--- src/rtl/xvga_timing_gen_pkg.sv ---
// Shared 1024x768 raster timing constants and helpers.
// Count widths, default porch/sync geometry, derived sync windows.
package display_timing_pkg;

  localparam int HCOUNT_W = 11;
  localparam int VCOUNT_W = 10;
  localparam int FCOUNT_W = 16;

  localparam int XVGA_H_ACTIVE = 1024;
  localparam int XVGA_H_FP     = 24;
  localparam int XVGA_H_SYNC   = 136;
  localparam int XVGA_H_BP     = 160;
  localparam int XVGA_H_TOTAL  = XVGA_H_ACTIVE + XVGA_H_FP
                               + XVGA_H_SYNC + XVGA_H_BP;

  localparam int XVGA_V_ACTIVE = 768;
  localparam int XVGA_V_FP     = 3;
  localparam int XVGA_V_SYNC   = 6;
  localparam int XVGA_V_BP     = 29;
  localparam int XVGA_V_TOTAL  = XVGA_V_ACTIVE + XVGA_V_FP
                               + XVGA_V_SYNC + XVGA_V_BP;

  localparam int HSYNC_START = XVGA_H_ACTIVE + XVGA_H_FP;
  localparam int HSYNC_END   = HSYNC_START + XVGA_H_SYNC;
  localparam int VSYNC_START = XVGA_V_ACTIVE + XVGA_V_FP;
  localparam int VSYNC_END   = VSYNC_START + XVGA_V_SYNC;

  // Maps "inside the sync window" onto the pin level.
  function automatic logic sync_drive(
    input logic asserted,
    input bit   active_low
  );
    return asserted ^ active_low;
  endfunction

endpackage

--- src/rtl/xvga_timing_gen_if.sv ---
// Raster timing bundle from the generator to display consumers.
// master drives counts/syncs/blank/strobes; slave observes them.
interface xvga_timing_gen_if;
  import display_timing_pkg::*;

  logic [HCOUNT_W-1:0] hcount;
  logic [VCOUNT_W-1:0] vcount;
  logic                hsync;
  logic                vsync;
  logic                blank;
  logic                line_start;
  logic                frame_start;
  logic [FCOUNT_W-1:0] frame_count;

  modport master (
    output hcount, vcount, hsync, vsync, blank,
    output line_start, frame_start, frame_count
  );

  modport slave (
    input hcount, vcount, hsync, vsync, blank,
    input line_start, frame_start, frame_count
  );
endinterface

--- src/rtl/xvga_timing_gen_sync_axis_counter.sv ---
// One raster axis: wrapping counter plus sync/blank decode.
// Ports: clk, rst_n, step in; count, wrap, in_sync, in_blank out.
module sync_axis_counter #(
  parameter int ACTIVE = 1024,
  parameter int FP     = 24,
  parameter int SYNC   = 136,
  parameter int BP     = 160,
  parameter int W      = 11
) (
  input  logic         clk,
  input  logic         rst_n,
  input  logic         step,
  output logic [W-1:0] count,
  output logic         wrap,
  output logic         in_sync,
  output logic         in_blank
);

  localparam int TOTAL = ACTIVE + FP + SYNC + BP;
  localparam int S0    = ACTIVE + FP;
  localparam int S1    = S0 + SYNC;
  localparam logic [W-1:0] LAST = W'(TOTAL - 1);

  if (TOTAL > 2**W || TOTAL < 1) begin : g_bad_total
    $error("sync_axis_counter: total %0d exceeds %0d bits",
           TOTAL, W);
  end

  logic [W-1:0] nxt;
  logic [31:0]  nxt32;

  assign wrap = step && (count == LAST);

  always_comb begin
    nxt = count;
    if (step) nxt = wrap ? '0 : count + W'(1);
  end

  // Decode describes the value count takes at the next edge,
  // so the owner can register it alongside the count.
  assign nxt32    = 32'(nxt);
  assign in_sync  = (nxt32 >= 32'(S0)) && (nxt32 < 32'(S1));
  assign in_blank = nxt32 >= 32'(ACTIVE);

  always_ff @(posedge clk) begin
    if (!rst_n) count <= '0;
    else        count <= nxt;
  end

endmodule

--- src/rtl/xvga_timing_gen.sv ---
// XVGA raster timing source: counts, syncs, blank, strobes.
// Ports: vclock, reset (sync, active-low), en; vid (master).
module xvga_timing_gen
  import display_timing_pkg::*;
#(
  parameter int H_ACTIVE        = XVGA_H_ACTIVE,
  parameter int H_FP            = XVGA_H_FP,
  parameter int H_SYNC          = XVGA_H_SYNC,
  parameter int H_BP            = XVGA_H_BP,
  parameter int V_ACTIVE        = XVGA_V_ACTIVE,
  parameter int V_FP            = XVGA_V_FP,
  parameter int V_SYNC          = XVGA_V_SYNC,
  parameter int V_BP            = XVGA_V_BP,
  parameter bit SYNC_ACTIVE_LOW = 1'b1
) (
  input  logic              vclock,
  input  logic              reset,
  input  logic              en,
  xvga_timing_gen_if.master vid
);

  localparam int H_TOTAL = H_ACTIVE + H_FP + H_SYNC + H_BP;
  localparam int V_TOTAL = V_ACTIVE + V_FP + V_SYNC + V_BP;

  if (H_TOTAL > 2**HCOUNT_W || V_TOTAL > 2**VCOUNT_W)
  begin : g_bad_geometry
    $error("xvga_timing_gen: totals %0d/%0d overflow counts",
           H_TOTAL, V_TOTAL);
  end

  logic [HCOUNT_W-1:0] h_count;
  logic [VCOUNT_W-1:0] v_count;
  logic                h_wrap;
  logic                v_wrap;
  logic                h_in_sync;
  logic                v_in_sync;
  logic                h_in_blank;
  logic                v_in_blank;

  logic                hsync_q;
  logic                vsync_q;
  logic                blank_q;
  logic                line_q;
  logic                frame_q;
  logic [FCOUNT_W-1:0] fcount_q;

  sync_axis_counter #(
    .ACTIVE (H_ACTIVE),
    .FP     (H_FP),
    .SYNC   (H_SYNC),
    .BP     (H_BP),
    .W      (HCOUNT_W)
  ) u_h (
    .clk      (vclock),
    .rst_n    (reset),
    .step     (en),
    .count    (h_count),
    .wrap     (h_wrap),
    .in_sync  (h_in_sync),
    .in_blank (h_in_blank)
  );

  // Vertical advances only on the horizontal wrap, so vsync
  // can only change when hcount presents 0.
  sync_axis_counter #(
    .ACTIVE (V_ACTIVE),
    .FP     (V_FP),
    .SYNC   (V_SYNC),
    .BP     (V_BP),
    .W      (VCOUNT_W)
  ) u_v (
    .clk      (vclock),
    .rst_n    (reset),
    .step     (en && h_wrap),
    .count    (v_count),
    .wrap     (v_wrap),
    .in_sync  (v_in_sync),
    .in_blank (v_in_blank)
  );

  always_ff @(posedge vclock) begin
    if (!reset) begin
      hsync_q  <= SYNC_ACTIVE_LOW;
      vsync_q  <= SYNC_ACTIVE_LOW;
      blank_q  <= 1'b0;
      line_q   <= 1'b0;
      frame_q  <= 1'b0;
      fcount_q <= '0;
    end else begin
      hsync_q <= sync_drive(h_in_sync, SYNC_ACTIVE_LOW);
      vsync_q <= sync_drive(v_in_sync, SYNC_ACTIVE_LOW);
      blank_q <= h_in_blank || v_in_blank;
      line_q  <= h_wrap;
      frame_q <= h_wrap && v_wrap;
      if (h_wrap && v_wrap) fcount_q <= fcount_q + 1'b1;
    end
  end

  assign vid.hcount      = h_count;
  assign vid.vcount      = v_count;
  assign vid.hsync       = hsync_q;
  assign vid.vsync       = vsync_q;
  assign vid.blank       = blank_q;
  assign vid.line_start  = line_q;
  assign vid.frame_start = frame_q;
  assign vid.frame_count = fcount_q;

endmodule

--- src/flat_wrapper.sv ---
// flat-port wrapper written by rule: the top's interface ports become plain ports
module xvga_timing_gen_flat import display_timing_pkg::*;
#(
  parameter int H_ACTIVE        = XVGA_H_ACTIVE,
  parameter int H_FP            = XVGA_H_FP,
  parameter int H_SYNC          = XVGA_H_SYNC,
  parameter int H_BP            = XVGA_H_BP,
  parameter int V_ACTIVE        = XVGA_V_ACTIVE,
  parameter int V_FP            = XVGA_V_FP,
  parameter int V_SYNC          = XVGA_V_SYNC,
  parameter int V_BP            = XVGA_V_BP,
  parameter bit SYNC_ACTIVE_LOW = 1'b1
)
  (vclock, reset, en, vid_hcount, vid_vcount, vid_hsync, vid_vsync, vid_blank, vid_line_start, vid_frame_start, vid_frame_count);
  xvga_timing_gen_if vid_i ();
  input  logic vclock;
  input  logic reset;
  input  logic en;
  output wire logic [$bits(vid_i.hcount)-1:0] vid_hcount;
  output wire logic [$bits(vid_i.vcount)-1:0] vid_vcount;
  output wire logic [$bits(vid_i.hsync)-1:0] vid_hsync;
  output wire logic [$bits(vid_i.vsync)-1:0] vid_vsync;
  output wire logic [$bits(vid_i.blank)-1:0] vid_blank;
  output wire logic [$bits(vid_i.line_start)-1:0] vid_line_start;
  output wire logic [$bits(vid_i.frame_start)-1:0] vid_frame_start;
  output wire logic [$bits(vid_i.frame_count)-1:0] vid_frame_count;
  assign vid_hcount = vid_i.hcount;
  assign vid_vcount = vid_i.vcount;
  assign vid_hsync = vid_i.hsync;
  assign vid_vsync = vid_i.vsync;
  assign vid_blank = vid_i.blank;
  assign vid_line_start = vid_i.line_start;
  assign vid_frame_start = vid_i.frame_start;
  assign vid_frame_count = vid_i.frame_count;
  xvga_timing_gen #(.H_ACTIVE(H_ACTIVE), .H_FP(H_FP), .H_SYNC(H_SYNC), .H_BP(H_BP), .V_ACTIVE(V_ACTIVE), .V_FP(V_FP), .V_SYNC(V_SYNC), .V_BP(V_BP), .SYNC_ACTIVE_LOW(SYNC_ACTIVE_LOW)) u_core (.vclock(vclock), .reset(reset), .en(en), .vid(vid_i));
endmodule
--- config.mk ---
export PLATFORM = sky130hd
export DESIGN_NAME = xvga_timing_gen_flat
export DESIGN_NICKNAME = d
export VERILOG_FILES = /design/src/rtl/xvga_timing_gen_pkg.sv /design/src/rtl/xvga_timing_gen_if.sv /design/src/rtl/xvga_timing_gen_sync_axis_counter.sv /design/src/rtl/xvga_timing_gen.sv /design/src/flat_wrapper.sv
export SDC_FILE = /design/constraint.sdc
export NUM_CORES = 1
export LEC_CHECK = 0
export CAP_MARGIN = 20
export CORE_MARGIN = 10
export CORE_UTILIZATION = 55
export DETAILED_ROUTE_END_ITERATION = 10
export PLACE_DENSITY = 0.92
export SLEW_MARGIN = 25
export SYNTH_ARGS = -nofsm -noshare
export SYNTH_HDL_FRONTEND = slang
export SYNTH_SLANG_ARGS = --single-unit
export TNS_END_PERCENT = 1
--- constraint.sdc ---
create_clock -name vclock -period 4.5 [get_ports vclock]
set_input_delay 0.9 -clock vclock [delete_from_list [all_inputs] [get_ports vclock]]
set_output_delay 0.9 -clock vclock [all_outputs]
set_load 0.05 [all_outputs]
==> results_dict.tcl <==
set metrics [dict create \
    clkTransAtPathRegs_ns 0.08 \
    unrepaired_setup_endpoints_after_global_routing "false" \
    cts_max_level 2 \
    critical_path.cell_chain "clkdlybuf4s50_1 -> nand4b_1 -> or4_4 -> o41ai_2 -> a32oi_1 -> or2_1" \
    cellPowerDensity_nw_per_um2 237.9 \
    synth.top_cells.by_area "sky130_fd_sc_hd__dfxtp_1, sky130_fd_sc_hd__a21oi_1, sky130_fd_sc_hd__nor2_1" \
    share_of_layout_cells_above_drive_strength_1_pct 5.537 \
    synth-async-reset-ratio_pct 0 \
    ys_seq_elements 42 \
    maxSlewHeadroom_pct 36.16 \
    static-leakage-power_nw 0.9109 \
    grt_usage_pct 16.61 \
    netlist_instances 271 \
    cp_slowest_stage_delay_ns 0.75 \
    final.min_clock_period_ns 3.359 \
    final_cell_area_sq_um 2766 \
    antennaDiodeCount 0 \
    synth_top_area_share_pct 37.25 \
    drc 0 \
    dr_total_vias 2327 \
    floorplan.io_pins 45 \
    start_util_pct 56.43 \
    detail_route.wirelength_um 6119 \
    cts-buffers-inserted 5 \
    endpoint_kind "flop" \
    synth_top_cell_by_area "sky130_fd_sc_hd__dfxtp_1" \
    place_hpwl_um 4245 \
    run_status "finished, final reports clean" \
    grt_overflow_total 0 \
    grt_antenna_before_repair 0 \
    grt_max_degree 31 \
    synth_area_per_cell_sq_um 8.329 \
    cpLargestDelayFamily "simple AND/OR/NAND/NOR gates" \
    wl_per_cell_um 17.14 \
    yosys.cell_count.top_type "sky130_fd_sc_hd__dfxtp_1" \
    finalHoldViolCount 0 \
    die_width_um 84.06 \
    path_buf_inv 1 \
    synth-edff-count 0 \
    cell_chosen_for_the_clock_root "sky130_fd_sc_hd__clkbuf_8" \
    tritoncts "built" \
    worst_path_max_delay_cell "sky130_fd_sc_hd__or4_4" \
    reg2reg_setup_slack_ns 1.89 \
    worst_ir_drop_vdd_mv 0.1683 \
    initialDrtViolationCount 218 \
    worstSkewPairLatency_ns 0.30 \
    tns_ns 0 \
    crit_fanout 16 \
    synthesis.nets 278 \
    synth_warnings 0 \
    cap_violations 0 \
    cts_max_path_buffers 2 \
    hp-start "u_core.vid.frame_count[4]" \
    drt_pre_antenna_iters 5 \
    worstHoldPathType "reg2reg" \
    fmax_mhz 297.7 \
    share_of_synthesized_area_occupied_by_flip_flops_and_latches_pct 37.25 \
    tritoncts_num_sinks 42 \
    timing.final.setup_violations 0 \
    hold-path-cell-count 2 \
    critPathKind "in2reg" \
    reg2reg_depth 5 \
    crit-reg2reg-capture "u_core.vid.blank" \
    grt_pass1_vias 2134 \
    design.final.nets 313 \
    count_of_standard_cell_rows 23 \
    hold_buffers 0 \
    r2r-start "u_core.u_h.count[3]" \
    avgViaCountPerCell 6.518 \
    postCtsResizedCells 0 \
    worst_pin_slew_ns 0.9565 \
    placed_cell_area_sq_um 2675 \
    filler_cell_count 328 \
    fin_worst_skew_ns 0.008020 \
    worst_ep_arrival_time_ns 3.54 \
    cts_setup_buffers 0 \
    netlist_top_cells_count "sky130_fd_sc_hd__dfxtp_1, sky130_fd_sc_hd__nor2_1, sky130_fd_sc_hd__nand2_1, sky130_fd_sc_hd__a21oi_1" \
    worst_ep_required_time_ns 4.68 \
    die_height_um 84.06 \
    worst_hold_path_endpoint "u_core.vid.frame_count[4]" \
    placement.io_buffers 44 \
    crit_path_start_kind "input port" \
    finalWeightedCongestion 0.9052 \
    synth.cell_area_sq_um 2257 \
    synth_cell_types 53 \
    floorplan.die_area_sq_um 7066 \
    global_route_wire_length_before_repair_um 10030 \
    synthToLayoutAreaGrowth_pct 22.56 \
    timing.critical_path.from "en" \
    core_area_sq_um 4000 \
    postSynth.topFlopCell "sky130_fd_sc_hd__dfxtp_1" \
    period_share_pct 74.64 \
    post_route_antenna_net_violation_count 0 \
    final_max_tran_viols 0 \
]
## state kept, by name, summed over array words and instances (netlist names)
| register | cells |
|---|---|
| u_core.vid.hsync | 1 |
| u_core.vid.line_start | 1 |
| u_core.vid.vsync | 1 |
| u_core.u_h.count | 11 |
| u_core.vid.blank | 1 |
| u_core.vid.frame_count | 16 |
| u_core.u_v.count | 10 |
| u_core.vid.frame_start | 1 |
## area by class of cell
type	instances	area, sq um	share of cell area, %
timing repair buffer	45	447.9	16.19
tap	50	62.56	2.261
clock buffer	7	86.33	3.121
sequential	42	840.8	30.39
clock inverter	1	5.005	0.1809
inverter	7	26.28	0.9498
multi-input combinational	205	1297	46.90
## through the flow
step | hold slack (ns) | cells | total power [mW] | utilization [%] | setup WS (ns)
after floorplan | 0.6811 | 271 | 0.4055 | - | 1.695
after global placement | 0.4680 | 349 | 0.4145 | 66.88 | 0.9712
after detailed placement | 0.4801 | 349 | 0.4155 | 66.88 | 0.8990
after CTS | 0.4903 | 357 | 0.6587 | 69.16 | 1.192
after global routing | 0.5303 | 357 | 0.6815 | 69.16 | 1.008
final | 0.4843 | 357 | 0.6581 | 69.16 | 1.141
## logic make-up (layout without fill, tap and decap cells)
| kind of cell | Yosys count | count (layout) | share of synthesized area (%) |
|---|---|---|---|
| simple gates | 129 | 129 | 32.43 |
| compound gates | 59 | 59 | 17.46 |
| flops | 42 | 42 | 37.25 |
| buf+inv | 24 | 60 | 5.266 |
| xor+xnor | 9 | 9 | 3.492 |
| fa+ha+maj | 4 | 4 | 2.217 |
| mux | 4 | 4 | 1.885 |
## worst min-delay path: cells and delay by family (launching register included)
family / cells / cell delay, ns
AO/OA/AOI/OAI: 1 / 0.05
AND/OR/NAND/NOR: 1 / 0.06
flip-flops: 1 / 0.33
## layer usage
layer | track usage (%) | up-vias | wire (um)
met2 | 27.66 | 108 | 2994
li1 | - | 1084 | -
met4 | 6.849 | 0 | 131
met5 | 0 | - | 0
met3 | 6.836 | 12 | 507
met1 | 18.09 | 1123 | 2486
## report_power, final
part / leakage, nW / internal, mW / switching (mW)
Combinational: 0.524 / 0.00892 / 0.0211
Sequential: 0.339 / 0.373 / 0.00404
Clock: 0.0482 / 0.124 / 0.127
Total: 0.911 / 0.506 / 0.152
## cell usage in the layout, fill, tap and decap left out, types with 3 or more instances in the layout
cell type,n
sky130_fd_sc_hd__or4_1,3
sky130_fd_sc_hd__xor2_1,6
sky130_fd_sc_hd__nor4_1,10
sky130_fd_sc_hd__nand2_1,19
sky130_fd_sc_hd__nor3_1,9
sky130_fd_sc_hd__or3_1,13
sky130_fd_sc_hd__o31a_1,3
sky130_fd_sc_hd__nand4b_1,3
sky130_fd_sc_hd__nor2_1,24
sky130_fd_sc_hd__a21oi_1,18
sky130_fd_sc_hd__and2_1,5
sky130_fd_sc_hd__clkbuf_8,6
sky130_fd_sc_hd__o21a_1,3
sky130_fd_sc_hd__xnor2_1,3
sky130_fd_sc_hd__o21ai_0,13
sky130_fd_sc_hd__and3_1,3
sky130_fd_sc_hd__dfxtp_1,42
sky130_fd_sc_hd__a31oi_1,3
sky130_fd_sc_hd__nand3_1,13
sky130_fd_sc_hd__ha_1,4
sky130_fd_sc_hd__inv_1,7
sky130_fd_sc_hd__nand4_1,13
sky130_fd_sc_hd__clkdlybuf4s50_1,44
## worst max-delay path by stage
stage	endpoint	slack (ns)	cells past startpoint
2_1_floorplan	u_core.vid.vsync	1.70	7
3_3_place_gp	u_core.vid.blank	0.97	6
3_5_place_dp	u_core.vid.vsync	0.90	6
4_1_cts	u_core.vid.vsync	1.19	6
5_1_grt	u_core.vid.frame_count[7]	1.01	6
6_report	u_core.vid.blank	1.14	6
(Power assumes the default switching activity.)
